--- src/rtl/branch_predict_unit.sv ---
// Branch predictor with a 2-bit saturating-counter history table and execute-stage branch resolution.
// A mispredict raises a registered redirect to the correct PC and flushes the younger stages.
module branch_predict_unit #(
    parameter int         WIDTH        = 32,
    parameter int         BHT_ENTRIES  = 64,
    parameter logic [1:0] CTR_INIT     = 2'b01,
    parameter int         FLUSH_CYCLES = 2
) (
    input  logic             clk,
    input  logic             reset,
    input  logic [WIDTH-1:0] f_pc,
    output logic             f_pred_taken,
    input  logic             ex_valid,
    input  logic             ex_branch,
    input  logic [2:0]       ex_func3,
    input  logic [WIDTH-1:0] ex_rs1,
    input  logic [WIDTH-1:0] ex_rs2,
    input  logic [WIDTH-1:0] ex_pc,
    input  logic [WIDTH-1:0] ex_target,
    input  logic             ex_pred_taken,
    output logic             redirect,
    output logic [WIDTH-1:0] redirect_pc,
    output logic             flush,
    output logic [31:0]      br_count,
    output logic [31:0]      mis_count
);

    localparam int IDX = $clog2(BHT_ENTRIES);
    localparam int CW  = (FLUSH_CYCLES > 1) ? $clog2(FLUSH_CYCLES) : 1;
    localparam logic [CW-1:0] LAST_FLUSH = CW'(FLUSH_CYCLES - 1);

    typedef enum logic {
        IDLE,
        FLUSH
    } state_t;

    logic [1:0]     bht [BHT_ENTRIES];
    state_t         state;
    logic [CW-1:0]  flush_cnt;
    logic [IDX-1:0] f_idx;
    logic [IDX-1:0] ex_idx;
    logic [1:0]     ex_ctr;
    logic           actual;
    logic           legal;
    logic           resolve;
    logic           mispredict;
    logic           unused_f_pc;

    assign f_idx        = f_pc[IDX+1:2];
    assign ex_idx       = ex_pc[IDX+1:2];
    assign f_pred_taken = bht[f_idx][1];
    assign ex_ctr       = bht[ex_idx];
    assign unused_f_pc  = ^{f_pc[WIDTH-1:IDX+2], f_pc[1:0]};

    always_comb begin
        actual = 1'b0;
        legal  = 1'b1;
        case (ex_func3)
            3'b000:  actual = (ex_rs1 == ex_rs2);
            3'b001:  actual = (ex_rs1 != ex_rs2);
            3'b100:  actual = ($signed(ex_rs1) <  $signed(ex_rs2));
            3'b101:  actual = ($signed(ex_rs1) >= $signed(ex_rs2));
            3'b110:  actual = (ex_rs1 <  ex_rs2);
            3'b111:  actual = (ex_rs1 >= ex_rs2);
            default: legal  = 1'b0;
        endcase
    end

    // Wrong-path instructions arrive while flushing, so only IDLE may resolve.
    assign resolve    = ex_valid & ex_branch & legal & (state == IDLE);
    assign mispredict = resolve & (actual != ex_pred_taken);

    always_ff @(posedge clk) begin
        if (reset) begin
            for (int i = 0; i < BHT_ENTRIES; i++) begin
                bht[i] <= CTR_INIT;
            end
        end else if (resolve) begin
            if (actual && ex_ctr != 2'b11) begin
                bht[ex_idx] <= ex_ctr + 2'b01;
            end else if (!actual && ex_ctr != 2'b00) begin
                bht[ex_idx] <= ex_ctr - 2'b01;
            end
        end
    end

    always_ff @(posedge clk) begin
        if (reset) begin
            br_count  <= '0;
            mis_count <= '0;
        end else begin
            if (resolve && br_count != 32'hFFFF_FFFF) begin
                br_count <= br_count + 32'd1;
            end
            if (mispredict && mis_count != 32'hFFFF_FFFF) begin
                mis_count <= mis_count + 32'd1;
            end
        end
    end

    // redirect is asserted on entry to FLUSH only, so it lasts exactly one cycle.
    always_ff @(posedge clk) begin
        if (reset) begin
            state       <= IDLE;
            flush_cnt   <= '0;
            redirect    <= 1'b0;
            flush       <= 1'b0;
            redirect_pc <= '0;
        end else begin
            redirect <= 1'b0;
            case (state)
                IDLE: begin
                    if (mispredict) begin
                        state       <= FLUSH;
                        flush       <= 1'b1;
                        redirect    <= 1'b1;
                        flush_cnt   <= '0;
                        redirect_pc <= actual ? ex_target : ex_pc + WIDTH'(4);
                    end
                end
                FLUSH: begin
                    if (flush_cnt == LAST_FLUSH) begin
                        state <= IDLE;
                        flush <= 1'b0;
                    end else begin
                        flush_cnt <= flush_cnt + CW'(1);
                    end
                end
                default: state <= IDLE;
            endcase
        end
    end

endmodule

--- config.mk ---
export PLATFORM = sky130hd
export DESIGN_NAME = branch_predict_unit
export DESIGN_NICKNAME = d
export VERILOG_FILES = /design/src/rtl/branch_predict_unit.sv
export SDC_FILE = /design/constraint.sdc
export NUM_CORES = 1
export LEC_CHECK = 0
export ABC_AREA = 0
export BUFFER_PORTS_ARGS = -buffer_cell sky130_fd_sc_hd__buf_2
export CAP_MARGIN = 40
export CORE_ASPECT_RATIO = 1.25
export CORE_MARGIN = 2
export CORE_UTILIZATION = 35
export CTS_CLUSTER_SIZE = 8
export DETAILED_ROUTE_END_ITERATION = 8
export PLACE_DENSITY = 0.62
export SETUP_SLACK_MARGIN = 0.05
export SYNTH_ARGS = -nofsm -noshare
export SYNTH_HDL_FRONTEND = slang
export SYNTH_SLANG_ARGS = --single-unit
--- constraint.sdc ---
create_clock -name clk -period 4.7 [get_ports clk]
set_input_delay 0.94 -clock clk [delete_from_list [all_inputs] [get_ports clk]]
set_output_delay 0.94 -clock clk [all_outputs]
set_load 0.01 [all_outputs]
==> metrics, run 1 <==
area of the multi-input gates=6679 µm²; Initial Util=35.36%; fillcell total=3,574; worst-path maximum fanout=12; Distinct cells, synth=63; vias in the first global route=11,480; CTS H-tree lvls=2; Sw Share=25.88%; total power draw=5.297 mW; DR WL/cell=20.21 µm; PD cells=326.4 nW/µm²; Post-synth top flop=edfxtp_1; gr usage total=21.35%; antenna viol nets, final=0; Buf+Inv Stages, Crit Path=3; routability cong.=0.8949; sw power=1.371 mW; Total Wirelength=42,250 µm; clock latency at the later pin of the worst-skew pair=0.51 ns; EDFF count, synth=128; vias per cell=5.624; power share of the clock group=44.9%; Slew HR=42.23%; CTS Buffer Depth=3; sequential share of power=40.8%; Tightest Pin Transition=0.8599 ns; max-slew violations=0; area occupied by registers=5846 µm²; CTS Hold Bufs=0; Synthesized Nets=1,529; TritonCTS clock tree=built; most used cell, CP=buf_12; Die Wd=177.1 µm; slowest cell delay on critical path=0.69 ns; Post-route DRC=0; Cell Chain, Critical Path=buf_2 > buf_12 > mux2_2 > a221oi_1 > o21ai_0 > a311oi_1 > nand4_1 > nand2_1 > mux2i_4 > buf_12 > nor3_1 > a21o_1; Post-synth ARST share=0%; post-cts gate resize count=0; CP max-delay cell=nor3_1; sequential share of the synthesized area=44.60%; synthesized cell area=13,110 µm²; final worst path period share=88.79%; clk_skew=0.01940 ns; DR pass1 iterations=7; Ant. Diodes=0; Lkg Pwr=6.373 nW; WS Path Type=input port to flip-flop; CP Launch Type=input port; die extent in y=220.4 µm; initial antenna violation count=1; Comb pwr share=14.3%; port bufs=240; Syn-to-layout area delta=23.85%; die area=39,020 µm²; post-synthesis instance total=1,326; setup TNS=0 ns; clock transition at the registers of the reported paths=0.05 ns; TritonCTS Buffers=34; pin count of the biggest net entering global routing=60; clock root buffer=clkbuf_16; Vias=11,750; Avg Inst Size Synth=9.884 µm²; status=finished clean; Boundary Pins=267; CP top delay family=simple AND/OR/NAND/NOR gates; MaxCap Viol Count=0; unrepaired setup endpoints after global routing=false; core area=37,070 µm²; Max VDD drop=0.0002441 V; Max Clk Rate=0.2396 GHz; Hold Fails Final Rpt=0; Final Setup Violations=0; hpwl dp=30,510 µm; P_int=3.926 mW; global-route wire length before repair=64,590 µm; gr ovfl total=0; # Post-CTS Setup Buffers=0; DRT iter0 DRCs=878; Clock Sinks=228; Worst Setup Slack post-DPL=0.04344 ns; Setup crit end kind=flip-flop; Site Rows=79; worst path required time=4.92 ns; share of layout cells above drive strength 1=26.56%; Crit path arrival time=4.39 ns; minimum clock period=4.173 ns; Final WS setup=0.5267 ns; Nets=1,787; yosys warns=0; HP Class=flip-flop to flip-flop; #FFs+latches synth=228
[cell usage in the layout (no fill, tap or decap), drive strengths merged, types with 7 or more instances in the layout]
cell     count
buf        318
nand2      135
edfxtp     128
dfxtp      100
nor2        88
a21oi       82
a21o        72
nor4        65
clkbuf      55
inv         49
nand3       46
mux4        36
o21ai       36
xor2        35
ha          35
nand4       33
o2bb2ai     30
mux2i       30
nor3        27
or3         21
xnor2       21
and3        20
and4        13
o31ai       12
mux2        10
nor2b       10
and2        10
nand2b      10
or4          9
a221oi       7
[synthesized netlist by cell type, types with 29 or more instances]
cell / number / area [µm²]
dfxtp_1: 100 / 2002
a21o_1: 72 / 540.5
nand3_1: 46 / 230.2
mux4_2: 36 / 810.8
mux2i_1: 29 / 290.3
nand2_1: 135 / 506.7
xor2_1: 35 / 306.5
clkbuf_1: 65 / 244.0
o2bb2ai_1: 30 / 262.8
nor2_1: 88 / 330.3
edfxtp_1: 128 / 3844
nand4_1: 33 / 206.5
a21oi_1: 82 / 410.4
inv_1: 47 / 176.4
o21ai_0: 35 / 175.2
nor4_1: 64 / 400.4
ha_1: 35 / 437.9
[metal layers]
layer	up-vias	GRT usage (%)	part of all wire, %
li1	5520	-	-
met1	5615	25.58	39
met2	510	37.06	49
met3	109	4.622	8.2
met4	0	8.788	4.0
met5	-	0	0
[cell type report]
type                            instances  area share (%)
Inverter                               49           1.133
Timing Repair Buffer                  318           11.65
Tap cell                              486           3.746
Clock buffer                           55           6.120
Clock inverter                          1          0.1850
Multi-Input combinational cell        953           41.15
Sequential cell                       228           36.01
[final timing paths]
path / cells past startpoint / end / slack [ns] / from
setup / recovery: 12 / bht[58][1] / 0.53 / ex_pc[3]
hold / removal: 1 / redirect_pc[11] / 0.46 / redirect_pc[11]
setup reg to reg: 11 / bht[58][1] / 1.05 / bht[2][0]
hold reg to reg: 1 / redirect_pc[11] / 0.46 / redirect_pc[11]
[metrics by stage]
stage	utilization, %	hold slack, ns	instance area, µm²	cells
after CTS	43.79	0.4603	16230	2090
after global placement	40.87	0.4407	15150	2028
after detailed placement	41.03	0.4415	15210	2034
final	43.79	0.4572	16230	2090
after floorplan	-	0.4536	13110	1326
after global routing	43.79	0.4736	16230	2090
[worst reg2reg max path: stages, from the launching register on]
cell      delay (ns)
edfxtp_1        0.37
mux4_2          0.47
mux2i_1         0.24
nor2_1          0.09
a211oi_1        0.24
nand4_1         0.25
buf_4           0.21
nand2_1         0.10
mux2i_4         0.20
buf_12          0.20
nor3_1          0.70
a21o_1          0.28
[registers in the layout, indices dropped and copies added (netlist names)]
signal and flops:
redirect_pc 32, br_count 32, bht 128, flush 1, state 1, flush_cnt 1, mis_count 32, redirect 1
[power by group through the flow]
stage | Sequential [mW] | Clock, mW | Combinational (mW)
2_1_floorplan | 2.20 | 0 | 0.442
3_3_place_gp | 2.20 | 0 | 0.739
3_5_place_dp | 2.20 | 0 | 0.750
4_1_cts | 2.16 | 2.42 | 0.753
5_1_grt | 2.17 | 2.50 | 0.814
6_report | 2.16 | 2.38 | 0.757
[cells by family (layout without fill, tap and decap cells)]
logic type | count (synthesis) | count (layout) | share of synthesized area [%]
adder cells (fa/ha/maj) | 35 | 35 | 3.341
AND/OR/NAND/NOR | 509 | 509 | 20.13
AO/OA/AOI/OAI | 277 | 277 | 14.18
flip-flops | 228 | 228 | 44.60
multiplexers | 76 | 76 | 9.432
buffers and inverters | 145 | 423 | 4.573
XOR/XNOR | 56 | 56 | 3.742
No activity file was read; power rests on OpenSTA's default activity.
==> run 2, diff against run 1 <==
--- a/config.mk
+++ b/config.mk
@@ -10,10 +10,11 @@
 export CAP_MARGIN = 40
 export CORE_ASPECT_RATIO = 1.25
 export CORE_MARGIN = 2
-export CORE_UTILIZATION = 35
+export CORE_UTILIZATION = 40
+export CTS_BUF_LIST = sky130_fd_sc_hd__clkbuf_16
 export CTS_CLUSTER_SIZE = 8
 export DETAILED_ROUTE_END_ITERATION = 8
-export PLACE_DENSITY = 0.62
+export PLACE_DENSITY = 0.68
 export SETUP_SLACK_MARGIN = 0.05
 export SYNTH_ARGS = -nofsm -noshare
 export SYNTH_HDL_FRONTEND = slang
==> run 2 against run 1 <==
Effect of this change:
- first-iteration DRC count is 7.4% higher
- clock power is 2% lower
- sequential cell count stayed put
- die area is 12% lower
- largest cell class unchanged
- combinational power is 3% lower
- design area is 1.2% lower
- power is 1.2% lower
- register-to-register slack better by 0.05 ns
- critical endpoint is now bht[59][0]
- utilization is 5.6 points higher
- sequential share of layout area is 0.43 points higher
- wire length is 1.9% lower
- setup slack worse by 0.10 ns
==> metrics, run 2 (same netlist as run 1, synthesis figures left out) <==
WS Path Type=input port to flip-flop; DR pass1 iterations=6 (-1); worst-path maximum fanout=18 (+6); Slew HR=37.59% (-4.6 points); Setup crit end kind=flip-flop; clock transition at the registers of the reported paths=0.05 ns (about the same); Lkg Pwr=6.391 nW (+0.28%); Setup crit start=ex_pc[3]; TritonCTS clock tree=built; clock latency at the later pin of the worst-skew pair=0.51 ns (about the same); Crit path arrival time=4.48 ns (+0.09 ns); vias per cell=5.922 (+5.3%); Post-route DRC=0 (unchanged); port bufs=240 (unchanged); clock root buffer=clkbuf_16; Tightest Pin Transition=0.9362 ns (+0.07631 ns); minimum clock period=4.273 ns (+0.09959 ns); commonest cells after routing, fill and taps aside=239 x buf_2, 135 x nand2_1, 128 x edfxtp_1, 100 x dfxtp_1, 88 x nor2_1; share of layout cells above drive strength 1=26.07% (-0.49 points); Hold Crit Endpoint=redirect_pc[7]; Nets=1,777 (-0.56%); Worst Setup Slack post-DPL=-0.01669 ns (-0.06013 ns); r2r setup slk=1.10 ns (+0.05 ns); Vias=11,930 (+1.5%); total power draw=5.232 mW (-1.2%); RR Startpoint=bht[4][0]; gr ovfl total=0 (unchanged); sequential share of power=41.4% (+0.6 points); TritonCTS Buffers=34 (unchanged); gr usage total=23.84% (+2.5 points); cell depth of the worst flop-to-flop path=10 (-1); DR WL/cell=20.56 µm (+1.7%); Final WS setup=0.4271 ns (-0.09959 ns); Die Wd=165.9 µm (-6.3%); routability cong.=0.9199 (+2.8%); Initial Util=40.33% (+5.0 points); P_int=3.875 mW (-1.3%); power share of the clock group=44.5% (-0.4 points); initial antenna violation count=1 (unchanged); WHS Path Cells=1 (unchanged); clk_skew=0.01734 ns (-0.002059 ns); CTS Buffer Depth=3 (unchanged); Sw Share=25.93% (+0.049 points); Max VDD drop=0.0002987 V (+22%); Final Setup Violations=0 (unchanged); post-cts gate resize count=0 (unchanged); antenna viol nets, final=0 (unchanged); global-route wire length before repair=64,590 µm (unchanged); die extent in y=206.4 µm (-6.3%); # Post-CTS Setup Buffers=0 (unchanged); Largest register FFs=128 (unchanged); Hold Fails Final Rpt=0 (unchanged); final worst path period share=90.91% (+2.1 points); PD cells=326.1 nW/µm² (about the same); worst path required time=4.91 ns (about the same); core area=32,500 µm² (-12%); Site Rows=74 (-6.3%); CTS Hold Bufs=0 (unchanged); status=finished clean; die area=34,240 µm² (-12%); most common cell after layout, fill and taps aside=buf_2; HP Class=flip-flop to flip-flop; Comb pwr share=14.1% (-0.2 points); hold_sp=redirect_pc[7]; MaxCap Viol Count=0 (unchanged); DRT iter0 DRCs=943 (+7.4%); CTS H-tree lvls=2 (unchanged); CP Launch Type=input port; Largest Register=bht; sw power=1.357 mW (-1.1%); Clock Sinks=228 (unchanged); vias in the first global route=11,750 (+2.3%); Max Clk Rate=0.2340 GHz (-2.3%); max-slew violations=0 (unchanged); unrepaired setup endpoints after global routing=false; Syn-to-layout area delta=22.40%; R2R Path End=bht[59][0]; pin count of the biggest net entering global routing=83 (+38%); Total Wirelength=41,430 µm (-1.9%); hpwl dp=29,570 µm (-3.1%); Boundary Pins=267 (unchanged)
-- run 2: critical path: stages --
cell and delay [ns]:
buf_2 0.41, buf_4 0.35, mux4_2 0.54, nor2_1 0.10
o2bb2ai_1 0.08, a31oi_1 0.22, nand4_1 0.21, buf_4 0.21
nand2_1 0.11, mux2i_4 0.21, nor3_1 0.78, a21o_1 0.29
-- run 2: area by class of cell --
| type | count | area, µm² |
|---|---|---|
| clock buffer | 37 | 925.9 |
| sequential | 228 | 5846 |
| multi-input combinational | 953 | 6679 |
| timing repair buffer | 308 | 1777 |
| clock inverter | 21 | 105.1 |
| antenna | 1 | 2.502 |
| inverter | 49 | 183.9 |
| tap | 418 | 523.0 |
| fill | 3008 | 16460 |
-- run 2: how the worst max path moves through the flow --
stage,end,slack [ns],cells after the start
global placement,bht[53][0],0.03,12
CTS,bht[9][0],0.51,12
finish,bht[59][0],0.43,12
detailed placement,bht[9][0],-0.02,12
global route,bht[59][1],0.28,12
floorplan,f_pred_taken,0.38,5
-- run 2: stage by stage --
step | cells | TNS, ns | util (%) | hold WS, ns | cell area, µm²
after floorplan | 1326 | 0 | - | 0.4536 | 13110
after global placement | 1952 | 0 | 46.05 | 0.4404 | 14970
after detailed placement | 1955 | -0.1369 | 46.17 | 0.4409 | 15000
after CTS | 2013 | 0 | 49.34 | 0.4578 | 16030
after global routing | 2015 | 0 | 49.36 | 0.4747 | 16040
final | 2015 | 0 | 49.36 | 0.4554 | 16040
-- run 2: metal layers --
metal,global-route usage [%],up-vias,wire [µm],share of wire (%)
met2,41.38,631,20220,49
met5,0,-,0,0
met3,4.558,149,3631,8.8
met1,28.32,5661,15380,37
met4,12.08,0,2202,5.3
li1,-,5491,-,-
-- run 2: power groups by stage --
| stage | logic (mW) | registers, mW | clock network, mW |
|---|---|---|---|
| floorplan | 0.442 | 2.20 | 0 |
| global placement | 0.708 | 2.20 | 0 |
| detailed placement | 0.728 | 2.20 | 0 |
| CTS | 0.731 | 2.16 | 2.37 |
| global route | 0.798 | 2.17 | 2.44 |
| finish | 0.737 | 2.16 | 2.33 |
==> run 3, diff against run 2 <==
--- a/config.mk
+++ b/config.mk
@@ -14,7 +14,7 @@
 export CTS_BUF_LIST = sky130_fd_sc_hd__clkbuf_16
 export CTS_CLUSTER_SIZE = 8
 export DETAILED_ROUTE_END_ITERATION = 8
-export PLACE_DENSITY = 0.68
+export PLACE_DENSITY = 0.69
 export SETUP_SLACK_MARGIN = 0.05
 export SYNTH_ARGS = -nofsm -noshare
 export SYNTH_HDL_FRONTEND = slang
==> run 3 against run 2 <==
Effect of this change:
- utilization down 0.49 points
- wire length up 0.75%
- setup slack got worse by 0.034 ns
- count of clock-buffer cells in the layout stayed put
- worst hold slack better by 0.0015 ns
- non-clock buffer count fell by 7
- global-route usage down 0.082 points
- via count is 0.77% lower
- critical endpoint is now bht[15][1]
==> metrics, run 3 (same netlist as run 1, synthesis figures left out) <==
status=finished clean; Setup crit start=ex_pc[3]; WS Path Type=input port to flip-flop; Slew HR=36.39% (-1.2 points); post-route design area=15,880 µm² (-0.98%); sw power=1.345 mW (-0.88%); DR WL/cell=20.89 µm (+1.6%); die extent in y=206.4 µm (unchanged); worst-path maximum fanout=24 (+6); sequential share of power=42.1% (+0.7 points); HP Class=flip-flop to flip-flop; PD cells=323.9 nW/µm² (-0.70%); initial antenna violation count=1 (unchanged); CP Launch Type=input port; slowest cell delay on critical path=0.56 ns (-0.22 ns); area of the multi-input gates=6679 µm² (unchanged); vias in the first global route=11,610 (-1.2%); commonest cells after routing, fill and taps aside=244 x buf_2, 135 x nand2_1, 128 x edfxtp_1, 100 x dfxtp_1, 88 x nor2_1; MaxCap Viol Count=0 (unchanged); post-cts gate resize count=0 (unchanged); Total Wirelength=41,740 µm (+0.75%); Sw Share=26.14% (+0.21 points); power share of the clock group=43.7% (-0.8 points); RR Startpoint=bht[7][0]; DR pass1 iterations=5 (-1); TritonCTS clock tree=built; pin count of the biggest net entering global routing=60 (-28%); hpwl dp=29,220 µm (-1.2%); post-place instance area=14,910 µm² (-0.60%); unrepaired setup endpoints after global routing=false; Final Setup Violations=0 (unchanged); fillcell total=3,006 (-0.066%); Crit path arrival time=4.57 ns (+0.09 ns); most used cell, CP=buf_2; CTS H-tree lvls=2 (unchanged); Hold Fails Final Rpt=0 (unchanged); most common cell after layout, fill and taps aside=buf_2; gr ovfl total=0 (unchanged); clk_skew=0.01573 ns (-0.001612 ns); Clock Sinks=228 (unchanged); P_int=3.799 mW (-2.0%); area occupied by registers=5846 µm² (unchanged); GRT met3 Usage=4.462% (-0.096 points); antenna viol nets, final=0 (unchanged); Tightest Pin Transition=0.9468 ns (+0.01064 ns); Comb pwr share=14.2% (about the same); final worst path period share=91.63% (+0.72 points); minimum clock period=4.307 ns (+0.03365 ns); clock root buffer=clkbuf_16; port bufs=240 (unchanged); max-slew violations=0 (unchanged); Max VDD drop=0.0001995 V (-33%); gr usage total=23.76% (-0.082 points); Syn-to-layout area delta=21.19%; Vias=11,840 (-0.77%); CTS Hold Bufs=0 (unchanged); Largest Register=bht; global-route met1 utilization=28.41% (+0.096 points); Min Hold Slack=0.4569 ns (+0.001481 ns); die area=34,240 µm² (unchanged); met2 Use GR=40.55% (-0.83 points); Site Rows=74 (unchanged); Die Wd=165.9 µm (unchanged); DRT iter0 DRCs=910 (-3.5%); Lkg Pwr=6.285 nW (-1.7%); Setup crit end kind=flip-flop; vias per cell=5.926 (about the same); Largest register FFs=128 (unchanged); Nets=1,770 (-0.39%); Boundary Pins=267 (unchanged); Initial Util=40.33% (unchanged); core area=32,500 µm² (unchanged); clock transition at the registers of the reported paths=0.05 ns (about the same); Post-route DRC=0 (unchanged); routability cong.=0.8948 (-2.7%); busiest grt layer=met2; Max Clk Rate=0.2322 GHz (-0.78%); # Post-CTS Setup Buffers=0 (unchanged); CTS Buffer Depth=3 (unchanged); TritonCTS Buffers=34 (unchanged); worst path required time=4.97 ns (+0.06 ns); global-route wire length before repair=64,150 µm (-0.68%); CP max-delay cell=mux2i_4; share of layout cells above drive strength 1=25.90% (-0.16 points); clock latency at the later pin of the worst-skew pair=0.51 ns (about the same); Cell Chain, Critical Path=buf_2 > buf_4 > mux4_2 > nor2_1 > o2bb2ai_1 > a31oi_1 > nand4_1 > or2_2 > mux2i_4 > nor3_1 > buf_2 > a21o_1; hold_sp=redirect_pc[2]
==> run 3: cell count changes in the layout (fill, tap and decap cells not counted) <==
cell       delta
buf_12        -2
buf_2         +5
buf_4         -7
buf_6         -2
bufinv_16     -1
clkbuf_2      -1
clkinv_2      +1
inv_1        -10
==> run 3: cell type report <==
type	count	share of cell area [%]
multi-input cells	953	42.05
inverters	49	1.158
repair buffers	301	10.59
flip-flops and latches	228	36.80
well taps	418	3.293
diodes	1	0.01575
clock buffers	37	5.829
clock inverters	11	0.2678
==> run 3: worst paths after layout <==
kind / to / slack [ns] / cells past startpoint
worst max register to register: bht[15][1] / 1.11 / 10
worst min register to register: redirect_pc[2] / 0.46 / 1
worst min-delay path: redirect_pc[2] / 0.46 / 1
worst max-delay path: bht[15][1] / 0.39 / 12
==> run 3: worst max-delay path, delay by kind of cell <==
family	cells	cell delay (ns)
AOI/OAI and AO/OA	3	0.49
and+or+nand+nor	4	0.99
buffers and inverters	3	1.06
muxes	2	1.08
==> run 3: layer usage <==
layer	up-vias	share of wire [%]
met3	144	8.5
met1	5641	38
met4	0	5.5
met2	590	48
met5	-	0
li1	5465	-
==> run 3: stage by stage <==
step | total power [mW] | setup slack [ns] | instances | TNS (ns) | utilization [%]
global placement | 2.902 | -0.009874 | 1941 | -0.1109 | 45.72
floorplan | 2.645 | 0.3795 | 1326 | 0 | -
finish | 5.144 | 0.3934 | 1998 | 0 | 48.88
CTS | 5.170 | 0.4802 | 1997 | 0 | 48.87
detailed placement | 2.925 | -0.02629 | 1949 | -0.1501 | 45.89
global route | 5.301 | 0.2846 | 1998 | 0 | 48.88
==> run 3: power groups by stage <==
stage / sequential, mW / combinational (mW) / clock, mW
after floorplan: 2.20 / 0.442 / 0
after global placement: 2.20 / 0.700 / 0
after detailed placement: 2.20 / 0.720 / 0
after CTS: 2.17 / 0.722 / 2.28
after global routing: 2.17 / 0.784 / 2.35
final: 2.17 / 0.731 / 2.25
